<file path="src/rtl/aes_defs.sv">
// Shared AES constants, FSM state type and GF(2^8) helpers.
package aes_defs;

    localparam int unsigned AES_NK     = 4;
    localparam int unsigned AES_NR     = 10;
    localparam int unsigned AES_NWORDS = 44;

    localparam logic [7:0] RCON_INIT  = 8'h01;
    localparam logic [7:0] XTIME_POLY = 8'h1B;

    typedef enum logic {
        StIdle = 1'b0,
        StRun  = 1'b1
    } aes_state_e;

    // Multiply by x in GF(2^8) with the AES reduction polynomial.
    function automatic logic [7:0] xtime(input logic [7:0] a);
        return {a[6:0], 1'b0} ^ (a[7] ? XTIME_POLY : 8'h00);
    endfunction

    // Shift-and-add GF(2^8) multiply.
    function automatic logic [7:0] gf_mul(input logic [7:0] a, input logic [7:0] b);
        logic [7:0] p;
        logic [7:0] x;
        p = 8'h00;
        x = a;
        for (int k = 0; k < 8; k++) begin
            if (b[k]) p = p ^ x;
            x = xtime(x);
        end
        return p;
    endfunction

    // Multiplicative inverse as a^254 = a^2 * a^4 * ... * a^128; maps 0 to 0.
    function automatic logic [7:0] gf_inv(input logic [7:0] a);
        logic [7:0] sq;
        logic [7:0] inv;
        sq  = a;
        inv = 8'h01;
        for (int k = 1; k < 8; k++) begin
            sq  = gf_mul(sq, sq);
            inv = gf_mul(inv, sq);
        end
        return inv;
    endfunction

endpackage

</file>
<file path="src/rtl/aes_sbox.sv">
// Combinational forward AES S-box: field inverse followed by the affine map.
module aes_sbox
    import aes_defs::*;
(
    input  logic [7:0] in_byte,
    output logic [7:0] sub_byte
);

    logic [7:0] inv;

    // Inverse, then b ^ rotl1 ^ rotl2 ^ rotl3 ^ rotl4 ^ 0x63.
    always_comb begin
        inv      = gf_inv(in_byte);
        sub_byte = inv
                 ^ {inv[6:0], inv[7]}
                 ^ {inv[5:0], inv[7:6]}
                 ^ {inv[4:0], inv[7:5]}
                 ^ {inv[3:0], inv[7:4]}
                 ^ 8'h63;
    end

endmodule

</file>
<file path="src/rtl/aes_key_expand.sv">
// AES-128 key schedule: streams w[0..43] one word per handshake.
module aes_key_expand
    import aes_defs::*;
#(
    parameter int unsigned NR = AES_NR
) (
    input  logic         clk,
    input  logic         rst_n,
    input  logic         start,
    input  logic [127:0] key_in,
    output logic [31:0]  rk_word,
    output logic         rk_valid,
    input  logic         rk_ready,
    output logic [3:0]   rk_round,
    output logic [1:0]   rk_col,
    output logic         rk_last,
    output logic         busy,
    output logic         done
);

    localparam int unsigned LastIdxInt = AES_NK * (NR + 1) - 1;
    localparam logic [5:0]  LastIdx    = 6'(LastIdxInt);

    if (NR != AES_NR) begin : g_nr_check
        $error("aes_key_expand: only NR=10 is supported");
    end

    aes_state_e  state_q, state_d;
    logic [31:0] win_q [4];
    logic [31:0] win_d [4];
    logic [31:0] word_q, word_d;
    logic [5:0]  idx_q, idx_d;
    logic [7:0]  rcon_q, rcon_d;
    logic        done_q, done_d;

    logic [5:0]  next_idx;
    logic [31:0] rot_word;
    logic [31:0] sub_word;
    logic [31:0] new_word;

    // win_q[3] is the newest word; RotWord moves its top byte to the bottom.
    assign rot_word = {win_q[3][23:0], win_q[3][31:24]};
    assign next_idx = idx_q + 6'd1;

    for (genvar b = 0; b < 4; b++) begin : g_sbox
        aes_sbox u_sbox (
            .in_byte  (rot_word[8*b +: 8]),
            .sub_byte (sub_word[8*b +: 8])
        );
    end

    // Next schedule word from w[i-4] (win_q[0]) and w[i-1] (win_q[3]).
    always_comb begin
        if (next_idx[1:0] == 2'd0) begin
            new_word = win_q[0] ^ sub_word ^ {rcon_q, 24'h000000};
        end else begin
            new_word = win_q[0] ^ win_q[3];
        end
    end

    // Next-state logic: load key on start, advance one word per handshake.
    always_comb begin
        state_d = state_q;
        win_d   = win_q;
        word_d  = word_q;
        idx_d   = idx_q;
        rcon_d  = rcon_q;
        done_d  = 1'b0;
        case (state_q)
            StIdle: begin
                if (start) begin
                    state_d  = StRun;
                    win_d[0] = key_in[127:96];
                    win_d[1] = key_in[95:64];
                    win_d[2] = key_in[63:32];
                    win_d[3] = key_in[31:0];
                    word_d   = key_in[127:96];
                    idx_d    = 6'd0;
                    rcon_d   = RCON_INIT;
                end
            end
            StRun: begin
                if (rk_ready) begin
                    if (idx_q == LastIdx) begin
                        state_d = StIdle;
                        done_d  = 1'b1;
                    end else begin
                        idx_d = next_idx;
                        if (next_idx < 6'd4) begin
                            // First four words come straight from the key.
                            word_d = win_q[next_idx[1:0]];
                        end else begin
                            word_d   = new_word;
                            win_d[0] = win_q[1];
                            win_d[1] = win_q[2];
                            win_d[2] = win_q[3];
                            win_d[3] = new_word;
                            if (next_idx[1:0] == 2'd0) rcon_d = xtime(rcon_q);
                        end
                    end
                end
            end
            default: state_d = StIdle;
        endcase
    end

    // State registers with synchronous active-low reset.
    always_ff @(posedge clk) begin
        if (!rst_n) begin
            state_q <= StIdle;
            for (int k = 0; k < 4; k++) win_q[k] <= 32'h0;
            word_q  <= 32'h0;
            idx_q   <= 6'd0;
            rcon_q  <= 8'h00;
            done_q  <= 1'b0;
        end else begin
            state_q <= state_d;
            win_q   <= win_d;
            word_q  <= word_d;
            idx_q   <= idx_d;
            rcon_q  <= rcon_d;
            done_q  <= done_d;
        end
    end

    assign rk_word  = word_q;
    assign rk_valid = (state_q == StRun);
    assign busy     = (state_q == StRun);
    assign rk_round = idx_q[5:2];
    assign rk_col   = idx_q[1:0];
    assign rk_last  = (state_q == StRun) && (idx_q == LastIdx);
    assign done     = done_q;

endmodule

</file>
<file path="config.mk">
export PLATFORM = sky130hd
export DESIGN_NAME = aes_key_expand
export DESIGN_NICKNAME = d
export VERILOG_FILES = /design/src/rtl/aes_defs.sv /design/src/rtl/aes_sbox.sv /design/src/rtl/aes_key_expand.sv
export SDC_FILE = /design/constraint.sdc
export NUM_CORES = 2
export LEC_CHECK = 0
export CAP_MARGIN = 20
export CORE_MARGIN = 3
export CORE_UTILIZATION = 30
export DETAILED_ROUTE_END_ITERATION = 8
export PLACE_DENSITY = 0.48
export SLEW_MARGIN = 20
export SYNTH_ARGS = -nofsm -noshare
export SYNTH_HDL_FRONTEND = slang
export SYNTH_SLANG_ARGS = --single-unit
export TNS_END_PERCENT = 50
</file>
<file path="constraint.sdc">
create_clock -name clk -period 21.5 [get_ports clk]
set_clock_uncertainty 0.2 [all_clocks]
set_input_delay 4.3 -clock clk [delete_from_list [all_inputs] [get_ports clk]]
set_output_delay 4.3 -clock clk [all_outputs]
set_load 0.005 [all_outputs]
</file>
==> flow_summary.toml <==
[outcome]
status = "finished clean"

[timing]
min_period_over_period = 0.901
final.setup.tns_ns = 0
setup_viol_count_final = 0
worst_slew_pin_slew_ns = 1.13
slew_viol_final = 0
period_minus_slack_ns = 19.36
finalHoldViolCount = 0
slew_headroom = 0.241
rsz0062_at_grt = "no"
fmax_mhz = 51.6

[cts]
h-tree-depth = 4
root_buffer = "clkbuf_16"
cts_resized = 0
cts.sinks = 176
postCtsSetupBuffers = 0
cts_buffers = 17
clockBufferDepth = 2
cts_hold_buf = 0
cts_tree = "done"
clk-insertion-delay-late_ns = 0.50
cts.clk_slew.worst_paths_ns = 0.08

[run]
drv_cap = 0

[logic_synthesis]
synth_area_leaders = "xnor2_1, xnor3_1, nor2_1, xor2_1, dfxtp_1"
synth_cells = 8579
syn_area_um2 = 65400
synthAdderAreaFrac = 0.00428
synthArstFlopShare = 0
synth_xor_area_frac = 0.462
synth_top_area_share = 0.212
synth_top_family_by_area = "XOR/XNOR gates"
avgSynthCellArea_um2 = 7.62
yosys.area_share.simple = 0.192
yosysTopAreaCell = "xnor2_1"
ys_seq_area_frac = 0.0539
ys_ff_latch = 176
synth-edff-count = 0
muxShareOfSynthArea = 0.0696
synth_cell_types = 107
ys.flop_type = "dfxtp_1"
synth_compound_area_frac = 0.173
synth.yosys.warnings = 0
synth_nets = 8731

[finish]
drive_gt1_frac = 0.0788
seq_area_um2 = 3530
multiInputGateArea_um2 = 59300
final_cell_mix = "xnor2_1, nor2_1, nand2_1"
area_growth_syn_to_layout_pct = 9.09
nets = 8601
final_common_cell = "xnor2_1"
fill_cells = 22900

[routing]
wirelength_met1_um = 106000
wl_met2_um = 109000
wl_per_cell_um = 20.5
drc_errors = 0
route.met3.wl_um = 9960
wl_um = 232000
via_count = 60700
drtIter0Drc = 4682
top_layer = "met5"
drt.antenna.violating_nets = 0
dr.pass1.iters = 6
vias_per_cell = 5.36

[die]
rows = 170
die_h_um = 473
io_pins = 174
die_width_um = 473
initial_core_util = 0.303
dieArea_um2 = 224000
coreArea_um2 = 216000

[critical_path]
slowest_stage = "dfxtp_1"
crit_required_ns = 21.70
cp_common_cell = "xnor2_1"
cp_max_fo = 30
crit_type = "reg -> reg"
startpoint_type = "flip-flop"
arrival_ns = 19.56
slowest_delay_ns = 0.98
cp-end-kind = "flip-flop"

[global_routing]
antenna_found_initial = 18
first_global_vias = 58200
grt_remaining_overflow = 0
grt_util_all_layers = 0.199
grt_max_degree = 127
grt_first_pass_wirelength_um = 358000

[placed_design]
dpl.hpwl_um = 170000
io_buffers = 173
gp_congestion = 0.889

[min_path]
hold_path_class = "reg -> reg"
final timing paths:
check | from | end | slack [ns] | cells after the start
setup / recovery | rot_word[31] | rk_word[28] | 2.14 | 56
hold / removal | rk_word[21] | rk_word[21] | 0.26 | 2
setup reg to reg | rot_word[31] | rk_word[28] | 2.14 | 56
hold reg to reg | rk_word[21] | rk_word[21] | 0.26 | 2
cell families (layout without fill, tap and decap cells):
kind of cell | Yosys count | count (layout)
XOR/XNOR | 2605 | 2605
AND/OR/NAND/NOR | 2924 | 2924
flip-flops | 176 | 176
AO/OA/AOI/OAI | 1736 | 1736
multiplexers | 402 | 402
adder cells (fa/ha/maj) | 23 | 23
other | 0 | 11
buffers and inverters | 713 | 596
cell usage after synthesis (50+ instances only):
master / number
xnor2_1: 1581
dfxtp_1: 176
nand3_1: 175
a31oi_1: 80
nor2b_1: 76
xnor3_1: 383
clkbuf_1: 401
xor3_1: 53
buf_1: 50
xor2_1: 453
mux2_2: 52
a211oi_1: 178
mux2i_1: 312
o21ai_0: 348
nor3_1: 205
inv_1: 80
xnor2_2: 72
o22ai_1: 97
o211ai_1: 63
nor2_1: 1307
nand2_1: 852
a21oi_1: 441
a22oi_1: 55
buf_2: 120
through the flow:
stage | std cells | setup WS, ns | utilization | cell area, um2 | hold slack [ns]
after floorplan | 8579 | 5.86 | - | 65400 | 0.246
after global placement | 11300 | 2.76 | 0.328 | 70700 | 0.258
after detailed placement | 11300 | 2.43 | 0.328 | 70700 | 0.259
after CTS | 11300 | 2.32 | 0.331 | 71300 | 0.271
after global routing | 11300 | 0.471 | 0.331 | 71400 | 0.284
final | 11300 | 2.14 | 0.331 | 71400 | 0.264
routing by layer:
metal | GRT usage | vias to the layer above
met5 | 0 | -
met4 | 0.0649 | 4
met3 | 0.0145 | 241
met2 | 0.330 | 1618
met1 | 0.274 | 29400
li1 | - | 29500
area by class of cell:
type,instances,area share
multi-input cells,7690,0.832
repair buffers,460,0.0546
well taps,2838,0.0498
flip-flops and latches,176,0.0494
clock buffers,17,0.00596
inverters,104,0.00554
clock inverters,15,0.00277
diodes,11,0.000386
flip-flops by register name, indices dropped and copies added, names as in the netlist:
name	count
busy	1
done	1
idx_q	6
rcon_q	8
rk_word	32
rot_word	32
win_q	96
critical path: cells and delay by family, from the launching register on:
kind,cells,cell delay (ns)
DFF,1,0.98
and+or+nand+nor,9,1.97
buffers and inverters,4,1.08
adders and majority gates,4,1.70
xor gates and xnor gates,15,5.71
AOI/OAI and AO/OA,18,5.61
muxes,6,1.98
Power is not shown: default switching activity piles up to over one toggle a cycle in this logic, so the estimate is an artifact.
